<file path="src/rtl/axi4_lite_master.sv">
// rtl/axi4_lite_master.sv - single-outstanding AXI4-Lite initiator
// Turns one-shot requester commands into AW/W/B or AR/R handshakes with a one-cycle completion pulse.
module axi4_lite_master #(
  parameter int ADDR_WIDTH = 32,
  parameter int DATA_WIDTH = 32
) (
  input  logic                  clk,
  input  logic                  reset,
  input  logic                  cmd_valid_i,
  output logic                  cmd_ready_o,
  input  logic                  cmd_write_i,
  input  logic [ADDR_WIDTH-1:0] cmd_addr_i,
  input  logic [DATA_WIDTH-1:0] cmd_wdata_i,
  output logic                  done_o,
  output logic [1:0]            done_resp_o,
  output logic [DATA_WIDTH-1:0] done_rdata_o,
  output logic [ADDR_WIDTH-1:0] awaddr_o,
  output logic                  awvalid_o,
  input  logic                  awready_i,
  output logic [DATA_WIDTH-1:0] wdata_o,
  output logic                  wvalid_o,
  input  logic                  wready_i,
  input  logic [1:0]            bresp_i,
  input  logic                  bvalid_i,
  output logic                  bready_o,
  output logic [ADDR_WIDTH-1:0] araddr_o,
  output logic                  arvalid_o,
  input  logic                  arready_i,
  input  logic [DATA_WIDTH-1:0] rdata_i,
  input  logic [1:0]            rresp_i,
  input  logic                  rvalid_i,
  output logic                  rready_o
);

  typedef enum logic [2:0] {IDLE, WR_REQ, WR_RESP, RD_REQ, RD_DATA} state_t;

  state_t state, state_n;
  logic   aw_done, w_done;
  logic   accept, aw_hs, w_hs, b_hs, ar_hs, r_hs, aw_fin, w_fin;

  always_comb begin
    state_n = state;
    accept  = cmd_valid_i && cmd_ready_o;
    aw_hs   = awvalid_o && awready_i;
    w_hs    = wvalid_o && wready_i;
    b_hs    = bvalid_i && bready_o;
    ar_hs   = arvalid_o && arready_i;
    r_hs    = rvalid_i && rready_o;
    // A channel counts as finished if it handshook earlier or is handshaking now.
    aw_fin  = aw_done || aw_hs;
    w_fin   = w_done || w_hs;
    case (state)
      IDLE:    if (accept) state_n = cmd_write_i ? WR_REQ : RD_REQ;
      WR_REQ:  if (aw_fin && w_fin) state_n = WR_RESP;
      WR_RESP: if (b_hs) state_n = IDLE;
      RD_REQ:  if (ar_hs) state_n = RD_DATA;
      RD_DATA: if (r_hs) state_n = IDLE;
      default: state_n = IDLE;
    endcase
  end

  always_ff @(posedge clk) begin
    if (reset) begin
      state        <= IDLE;
      aw_done      <= 1'b0;
      w_done       <= 1'b0;
      cmd_ready_o  <= 1'b0;
      done_o       <= 1'b0;
      done_resp_o  <= 2'b00;
      done_rdata_o <= '0;
      awaddr_o     <= '0;
      awvalid_o    <= 1'b0;
      wdata_o      <= '0;
      wvalid_o     <= 1'b0;
      bready_o     <= 1'b0;
      araddr_o     <= '0;
      arvalid_o    <= 1'b0;
      rready_o     <= 1'b0;
    end else begin
      state       <= state_n;
      // Registered so it stays low through reset and rises together with done_o.
      cmd_ready_o <= (state_n == IDLE);
      done_o      <= 1'b0;
      case (state)
        IDLE: begin
          if (accept) begin
            if (cmd_write_i) begin
              awaddr_o  <= cmd_addr_i;
              wdata_o   <= cmd_wdata_i;
              awvalid_o <= 1'b1;
              wvalid_o  <= 1'b1;
              aw_done   <= 1'b0;
              w_done    <= 1'b0;
            end else begin
              araddr_o  <= cmd_addr_i;
              arvalid_o <= 1'b1;
            end
          end
        end
        WR_REQ: begin
          if (aw_hs) begin
            awvalid_o <= 1'b0;
            aw_done   <= 1'b1;
          end
          if (w_hs) begin
            wvalid_o <= 1'b0;
            w_done   <= 1'b1;
          end
          if (aw_fin && w_fin) bready_o <= 1'b1;
        end
        WR_RESP: begin
          if (b_hs) begin
            bready_o     <= 1'b0;
            done_o       <= 1'b1;
            done_resp_o  <= bresp_i;
            done_rdata_o <= '0;
          end
        end
        RD_REQ: begin
          if (ar_hs) begin
            arvalid_o <= 1'b0;
            rready_o  <= 1'b1;
          end
        end
        RD_DATA: begin
          if (r_hs) begin
            rready_o     <= 1'b0;
            done_o       <= 1'b1;
            done_resp_o  <= rresp_i;
            done_rdata_o <= rdata_i;
          end
        end
        default: ;
      endcase
    end
  end

endmodule

</file>
<file path="config.mk">
export PLATFORM = sky130hd
export DESIGN_NAME = axi4_lite_master
export DESIGN_NICKNAME = d
export VERILOG_FILES = /design/src/rtl/axi4_lite_master.sv
export SDC_FILE = /design/constraint.sdc
export NUM_CORES = 1
export LEC_CHECK = 0
export BUFFER_PORTS_ARGS = -buffer_cell sky130_fd_sc_hd__buf_2
export CAP_MARGIN = 20
export CORE_UTILIZATION = 50
export CTS_CLUSTER_DIAMETER = 120
export CTS_CLUSTER_SIZE = 12
export DETAILED_ROUTE_END_ITERATION = 8
export GPL_ROUTABILITY_DRIVEN = 0
export PLACE_DENSITY = 0.83
export SLEW_MARGIN = 30
export SYNTH_ARGS = -nofsm -noshare
export SYNTH_HDL_FRONTEND = slang
export SYNTH_SLANG_ARGS = --single-unit
export TNS_END_PERCENT = 100
</file>
<file path="constraint.sdc">
create_clock -name clk -period 2.5 [get_ports clk]
set_clock_uncertainty 0.15 [all_clocks]
set_input_delay 0.5 -clock clk [delete_from_list [all_inputs] [get_ports clk]]
set_output_delay 0.5 -clock clk [all_outputs]
set_load 0.01 [all_outputs]
</file>
Word-level counts from Yosys, hierarchy flattened
Index checks and enable logic that the tools add are counted.
Storage, ports and cells
  register bits after elaboration: 142
  input port bits: 109
  output and inout port bits: 137
  word-level logic and storage cells: 91
Operators by class
  equality and inequality tests: 13
  multiplexer cells: 38
  bitwise gates (word level): 1
  reductions and logical operators: 24
Operators by type and width (count)
  $mux 32: 2
  $pmux 32 s2: 1
  $ne 2x2->1 const B: 9
  $mux 1: 17
  $pmux 1 s2: 8
  $mux 3: 5
  $pmux 3 s5: 1
  $reduce_and 3->1: 5
  $reduce_and 4->1: 3
  $reduce_bool 2->1: 5
  $logic_and 1x1->1: 7
  $eq 3x2->1 const B: 2
  $logic_not 3->1: 2
  $mux 2: 3
  $pmux 2 s2: 1
  $eq 3x1->1 const B: 1
  $eq 3x3->1 const B: 1
  $logic_or 1x1->1: 2
  $not 1->1: 1

Logic depth before layout (Yosys ltp)
Gate-level depths: netlist (run 1).
  depth in word-level cells: 6
  mapped depth: 8

Least setup slack after synthesis (run 1)
No wires, ideal clock.
  path type: register to register
  from: register state[2]
  to: register araddr_o[10]
  data arrival time: 1.392 ns
  setup slack: 0.826 ns
  cell stages (with the launch flop): 8
  clock period less this slack: 1.674 ns
  cells stage by stage: dfxtp_1 buf_6 or2_4 or3_1 buf_6 buf_6 nand2_1 a21oi_1
Between the ends
  word-level cells in the longest chain between the ends: 2
RTL lines
  from (decl): RTL line 37  | state_t state, state_n;
  from (signal assigned): RTL line 80  | state <= state_n;
  $logic_not 3->1: RTL line 84  | case (state)
  $reduce_and 3->1 (no source line)
  to (signal assigned): RTL line 95  | araddr_o <= cmd_addr_i;
  to (decl): RTL line 26  | output logic [ADDR_WIDTH-1:0] araddr_o,
No other way between the ends.
A chain may end at the register's enable or synchronous reset.

Final worst setup path (run 1)
  from: register state[1]
  to: register done_rdata_o[2]
Between the ends
  word-level cells in the longest chain between the ends: 3
  elaborated cells on any way between the ends: 7
  classes of those cells: eq/ne: 4; mux: 1; reduce/logical: 2
RTL lines
  $eq 3x3->1 / $eq 3x2->1 (equally long branches): RTL line 84
  $ne 2x2->1 (no source line) / $reduce_bool 2->1 (equally long branches)
  $reduce_and 3->1 (no source line)
  to (signal assigned): RTL line 130  | done_rdata_o <= rdata_i;
  to (decl): RTL line 16  | output logic [DATA_WIDTH-1:0] done_rdata_o,
Parallel ways exist; a longest one is shown, timed or not.

==> results.md, run 1 <==
* Synth Flop Type: dfxtp_1
* Pre-Repair DR Iteration Count at 5
* Max transition margin at 57.4%
* GRT Total Usage at between 20% and 30%
* CTS tree: yes
* Post-synth top area cell: dfxtp_1
* Die W at between 100 and 150 um
* Initial antenna violation count at 1
* Slowest cell on crit path: dfxtp_1
* H-tree depth at 4
* Initial core utilization at 52.2%
* Mean Syn Cell Area at 8.08 um2
* Worst Path Max Fanout at 36
* DP Area at ~6400 um2
* Drt drc at 0
* Via-per-instance ratio at 5.09
* DR vias at between 5000 and 6000
* Post-CTS sizing at 0
* Hold_buf cts at 0
* Core area at about 10000 um2
* CP Launch Type: flop
* Vias in the first global route at ~4600
* WP data arrival at ~2100 ps
* Outcome: complete, no violations
* Commonest cells after routing, fill and taps aside: 244 x buf_2, 228 x nand2_1, 142 x dfxtp_1
* Final Hold Fails at 0
* Most common cell after layout, fill and taps aside: buf_2
* Critical-path cell list: nand4b_1, a21oi_4, buf_4, nand3_1, a21oi_1
* Synth cell types at 36
* Post-Layout Cell Count at just over 1000
* Layout cell share with drive strength beyond 1 at approximately 34%
* Placed cells at just under 1000
* Area Overhead vs Synth at 35.5%
* PwrDens at around 760 nW/um2
* Worst setup EP type: flop
* Clock insertion delay at the later pin of the skew report at 510 ps
* Post-synth EDFFs at 0
* Minimum clock period at about 1900 ps
* GRT overflow at 0
* RSZ-0062 raised after global routing: false
* Initial DRC Count at 193
* Total of max-cap violations at 0
* Total Wirelength at 14.1 mm
* Critical path's largest stage delay at ~530 ps
* Total I/O pin count at between 200 and 250
* Setup bufs post-CTS at 0
* Syn nets at roughly 750
* First-pass GRT wire length at 21.3 mm
* Fraction of registers with async set/reset at 0%
* Synth area leaders: dfxtp_1 55%, nand2_1 17%, a21oi_1 13%, nand3_1 3.2%, buf_6 1.8%
* CTS Buffer Depth at 2
* Post-route cell area at 6970 um2
* Achievable Freq at between 500 and 600 MHz
* Hold Crit Class: primary input to flop
* Chip height at 103 um
* Filler Cell Count at 766
* Nets at 969
* WS Path Type: flop to flop
* TNS Setup at 0 ps
* Period utilization at between 70% and 80%
* Clock transition at path regs at around 60 ps
* Mapped Area at 5150 um2
* Pleak at about 3.1 nW
* Sequential share of the synthesized area at 55.2%
* Slew Limit Fails at 0
* Power Total at about 5.3 mW
* Share of the synthesized area in the top cell type at between 50% and 60%
* Synthesized instance count at ~640
* Hpwl dp at 9.69 mm
* I/O Buffers at 245
* Post-detailed-route wirelength per cell at roughly 14 um
* Worst-Margin Slew at around 640 ps
* CP Data Required Time at about 2800 ps
* Delay-heaviest family, CP: flip-flops
* Site row count at 36
* Synth Register Bits at about 140
* Largest net degree at the start of global routing at between 60 and 70
* Synth Warn # at 0
* Final Setup Violations at 0
* Antenna viol nets, final at 0
* Max IR drop VDD at around 0.00035 V
* Clk sinks at approximately 140
* Bufs and invs on worst path at 1
* CTS buffer count at 17
* DIE AREA at about 11000 um2
* CTS Root Cell: clkbuf_8
cells in the mapped netlist (2+ instances only):
master and instances:
a31oi_1 4, inv_1 2, mux2i_1 2, dfxtp_1 142, a21oi_1 135, buf_4 2, buf_2 13, nand4b_1 2
nand2_1 228, a211oi_1 3, nor3b_1 2, nand3_1 33, nor3_1 2, buf_6 8, nor2_1 8, nand2_2 5
clkbuf_1 21, nor2b_1 2, buf_1 6
routing by layer:
| layer | GRT usage [%] | wire [um] | vias to the layer above |
|---|---|---|---|
| li1 | - | - | 2542 |
| met1 | 28.5 | 5510 | 2331 |
| met2 | 45.1 | 7110 | 222 |
| met3 | 8.06 | 1150 | 27 |
| met4 | 13.4 | 329 | 0 |
| met5 | 0 | 0 | - |
worst register-to-register path, cell delays in order (launching register included):
cell and delay [ps]:
dfxtp_1 530, nand4b_1 250, a21oi_4 190, buf_4 350, nand3_1 150, a21oi_1 170
flip-flops by register name, summed over array words and instances, names as in the netlist:
signal	cells
awaddr_o	32
araddr_o	32
done_resp_o	2
bready_o	1
cmd_ready_o	1
wdata_o	32
arvalid_o	1
w_done	1
awvalid_o	1
state	3
done_rdata_o	32
rready_o	1
done_o	1
aw_done	1
wvalid_o	1
stage by stage:
stage          worst slack, ps  hold WS [ps]  utilization, %
2_1_floorplan              826           326               -
3_3_place_gp               476           286            64.7
3_5_place_dp               375           290            64.7
4_1_cts                    425          50.5            70.6
5_1_grt                    435          51.0            70.7
6_report                   644          75.6            70.7
cell families after synthesis:
| family | synth area share [%] |
|---|---|
| buffers and inverters | 5.42 |
| AOI/OAI and AO/OA | 15.1 |
| and+or+nand+nor | 23.8 |
| DFF | 55.2 |
| muxes | 0.389 |
power by group:
group	total [mW]	internal, mW	switching [mW]
Combinational	0.442	0.183	0.259
Sequential	2.38	2.34	0.0460
Clock	2.45	1.56	0.899
path summary, 6_finish.rpt:
path              depth (start not counted)            start         endpoint  slack (ps)
hold reg to reg                           2  done_rdata_o[6]  done_rdata_o[6]         300
setup / recovery                          5         state[1]  done_rdata_o[2]         640
setup reg to reg                          5         state[1]  done_rdata_o[2]         640
hold / removal                            3   cmd_wdata_i[1]       wdata_o[1]          80
layout make-up:
cell class | instances | area [um2] | area share [%]
tap | 133 | 166 | 2.39
inverter | 2 | 7.51 | 0.108
sequential | 142 | 2840 | 40.8
timing repair buffer | 254 | 1330 | 19.1
antenna | 2 | 5.00 | 0.0718
clock inverter | 11 | 143 | 2.05
multi-input combinational | 443 | 2030 | 29.2
clock buffer | 19 | 442 | 6.33
(Power assumes the default switching activity.)
==> run 2, diff against run 1 <==
--- a/config.mk
+++ b/config.mk
@@ -7,12 +7,12 @@
 export LEC_CHECK = 0
 export BUFFER_PORTS_ARGS = -buffer_cell sky130_fd_sc_hd__buf_2
 export CAP_MARGIN = 20
-export CORE_UTILIZATION = 50
+export CORE_UTILIZATION = 42
 export CTS_CLUSTER_DIAMETER = 120
 export CTS_CLUSTER_SIZE = 12
 export DETAILED_ROUTE_END_ITERATION = 8
 export GPL_ROUTABILITY_DRIVEN = 0
-export PLACE_DENSITY = 0.83
+export PLACE_DENSITY = 0.75
 export SLEW_MARGIN = 30
 export SYNTH_ARGS = -nofsm -noshare
 export SYNTH_HDL_FRONTEND = slang
==> constraint.sdc (replaced) <==
create_clock -name clk -period 1.6 [get_ports clk]
set_clock_uncertainty 0.15 [all_clocks]
set_input_delay 0.32 -clock clk [delete_from_list [all_inputs] [get_ports clk]]
set_output_delay 0.32 -clock clk [all_outputs]
set_load 0.01 [all_outputs]
==> run 2 against run 1 <==
Compared with the run above:
- the flow now finishes with violations (hold timing, setup timing)
- register-to-register slack got worse by 730 ps
- flip-flop and latch count unchanged
- first-iteration DRC count increased by 110%
- design area rose by 21%
- count of clock-buffer cells in the layout rose by 2
- global-route usage decreased by 2.0 points
==> results.md, run 2 (synthesis gave the netlist of run 1 again) <==
* Outcome: finished, violations left
* Violated checks: hold timing, setup timing
* Slowest cell on crit path: dfxtp_2
* Largest net degree at the start of global routing at 48 (-30%)
* I/O Buffers at 245 (unchanged)
* RSZ-0062 raised after global routing: true
* Worst R2R Setup Slack at -90 ps (-730 ps)
* CTS tree: yes
* Filler Cell Count at 862 (+13%)
* Most common cell after layout, fill and taps aside: buf_2
* Register area at 2850 um2 (+0.31%)
* Slew Limit Fails at 0 (unchanged)
* WS Path Type: flop to flop
* Util after Layout at 70.5% (-0.20 points)
* Worst setup EP type: flop
* Post-detailed-route wirelength per cell at 15.5 um (+10%)
* DIE AREA at 12700 um2 (+19%)
* Die W at 113 um (+8.9%)
* Worst Path Max Fanout at 7 (-81%)
* Clk sinks at 142 (unchanged)
* Via-per-instance ratio at 5.06 (-0.61%)
* CTS Root Cell: clkbuf_16
* CTS Buffer Depth at 2 (unchanged)
* Final Hold Fails at 1 (+1)
* Max IR drop VDD at 0.000789 V (+120%)
* Period utilization at 106% (+31 points)
* Drt drc at 0 (unchanged)
* CP Launch Type: flop
* Vias in the first global route at 5131 (+11%)
* Final Setup Violations at 23 (+23)
* Initial DRC Count at 399 (+110%)
* First-pass GRT wire length at 24.1 mm (+13%)
* Worst-Margin Slew at 379 ps (-258 ps)
* Setup slack at placement at -42.1 ps (-417 ps)
* DR vias at 5713 (+12%)
* Bufs and invs on worst path at 2 (+1)
* Critical path's largest stage delay at 350 ps (-180 ps)
* Multi-input gate area at 2240 um2 (+10%)
* GRT overflow at 0 (unchanged)
* Initial antenna violation count at 0 (-1)
* Achievable Freq at 592 MHz (+9.8%)
* Antenna viol nets, final at 0 (unchanged)
* Ant. Diodes at 0 (-2)
* Worst r2r src: state[2]
* Total Wirelength at 17.5 mm (+24%)
* Clock transition at path regs at 60 ps (about the same)
* Post-route setup slack at -90.3 ps (-735 ps)
* Initial core utilization at 43.0% (-9.1 points)
* Total I/O pin count at 246 (unchanged)
* PwrDens at 1010 nW/um2 (+34%)
* Core area at 12000 um2 (+21%)
* Pleak at 3.64 nW (+19%)
* Worst r2r dst: wdata_o[0]
* Min-Delay Startpoint: rdata_i[26]
* Delay-heaviest family, CP: simple AND/OR/NAND/NOR gates
* Hpwl dp at 9.90 mm (+2.1%)
* Commonest cells after routing, fill and taps aside: 244 x buf_2, 228 x nand2_1, 139 x dfxtp_1
* Hold Crit Class: primary input to flop
* Minimum clock period at 1690 ps (-165 ps)
* GRT Total Usage at 23.9% (-2.0 points)
* Total of max-cap violations at 0 (unchanged)
* Site row count at 40 (+11%)
* Hold Path End: done_rdata_o[26]
* Area Overhead vs Synth at 63.8%
* Hold Path Stages at 3 (unchanged)
* Clock insertion delay at the later pin of the skew report at 410 ps (-100 ps)
* CP Data Required Time at 1780 ps (-1010 ps)
* Critical-path cell list: buf_4, nor2_2, and3_4, buf_4, nand2_1, a21oi_1
* H-tree depth at 4 (unchanged)
* Power Total at 8.52 mW (+61%)
* WHS at -1.83 ps (-77.5 ps)
* WP data arrival at 1870 ps (-270 ps)
* Worst Reg-to-Reg Cells at 6 (+1)
* Pre-Repair DR Iteration Count at 5 (unchanged)
* CTS buffer count at 17 (unchanged)
* Max transition margin at 74.6% (+17 points)
* Chip height at 113 um (+8.9%)
* Layout cell share with drive strength beyond 1 at 39.2% (+5.1 points)
* Nets at 1078 (+11%)
* Most used cell, CP: buf_4
[run 2: changes by cell type in the layout (fill, tap and decap cells not counted), sizes merged]
cell,delta
clkinvlp,+1
bufinv,-1
dlygate4sd3,+70
clkbuf,+7
buf,+34
diode,-2
[run 2: repair_timing]
item                       in CTS  in global routing
hold buffers                   59                 11
gates resized for setup         5                 57
setup buffers                   1                  7
setup endpoints to repair      53                107
hold endpoints to repair       68                 11
cloned                          1                  6
pin swaps                       1                 33
[run 2: worst max path at each step]
stage,to,cells past startpoint,from,slack (ps)
global placement,araddr_o[8],5,state[2],5
finish,wdata_o[0],6,state[2],-90
CTS,araddr_o[8],5,state[2],-9
detailed placement,done_rdata_o[10],6,state[1],-40
floorplan,araddr_o[10],7,state[2],-70
global route,wdata_o[0],6,state[2],-110
[run 2: stage by stage]
step	setup TNS (ps)	cells	instance area [um2]
global route	-2360	1129	8430
floorplan	-1900	637	5150
detailed placement	-211	1012	6670
global placement	0	1012	6670
finish	-345	1129	8430
CTS	-34.4	1105	7880
[run 2: worst min-delay path: cells and delay by family]
kind | cells | cell delay (ps)
buf+inv | 1 | 100
compound gates | 1 | 50
simple gates | 1 | 40
[run 2: power breakdown]
part	switching [mW]	internal (mW)
registers	0.0605	3.65
clock network	1.46	2.36
logic	0.494	0.493
total	2.01	6.51
[run 2: layout make-up]
class	count	area share, %
well taps	147	2.18
flip-flops and latches	142	33.8
multi-input cells	443	26.6
repair buffers	363	30.5
clock buffers	21	5.46
clock inverters	11	1.38
inverters	2	0.0890
[run 2: routing by layer]
metal	vias up	track usage [%]	share of wire [%]
met5	-	0	0
met4	0	11.3	2.7
met3	40	7.39	5.5
met2	205	40.8	51
met1	2696	27.4	41
li1	2772	-	-
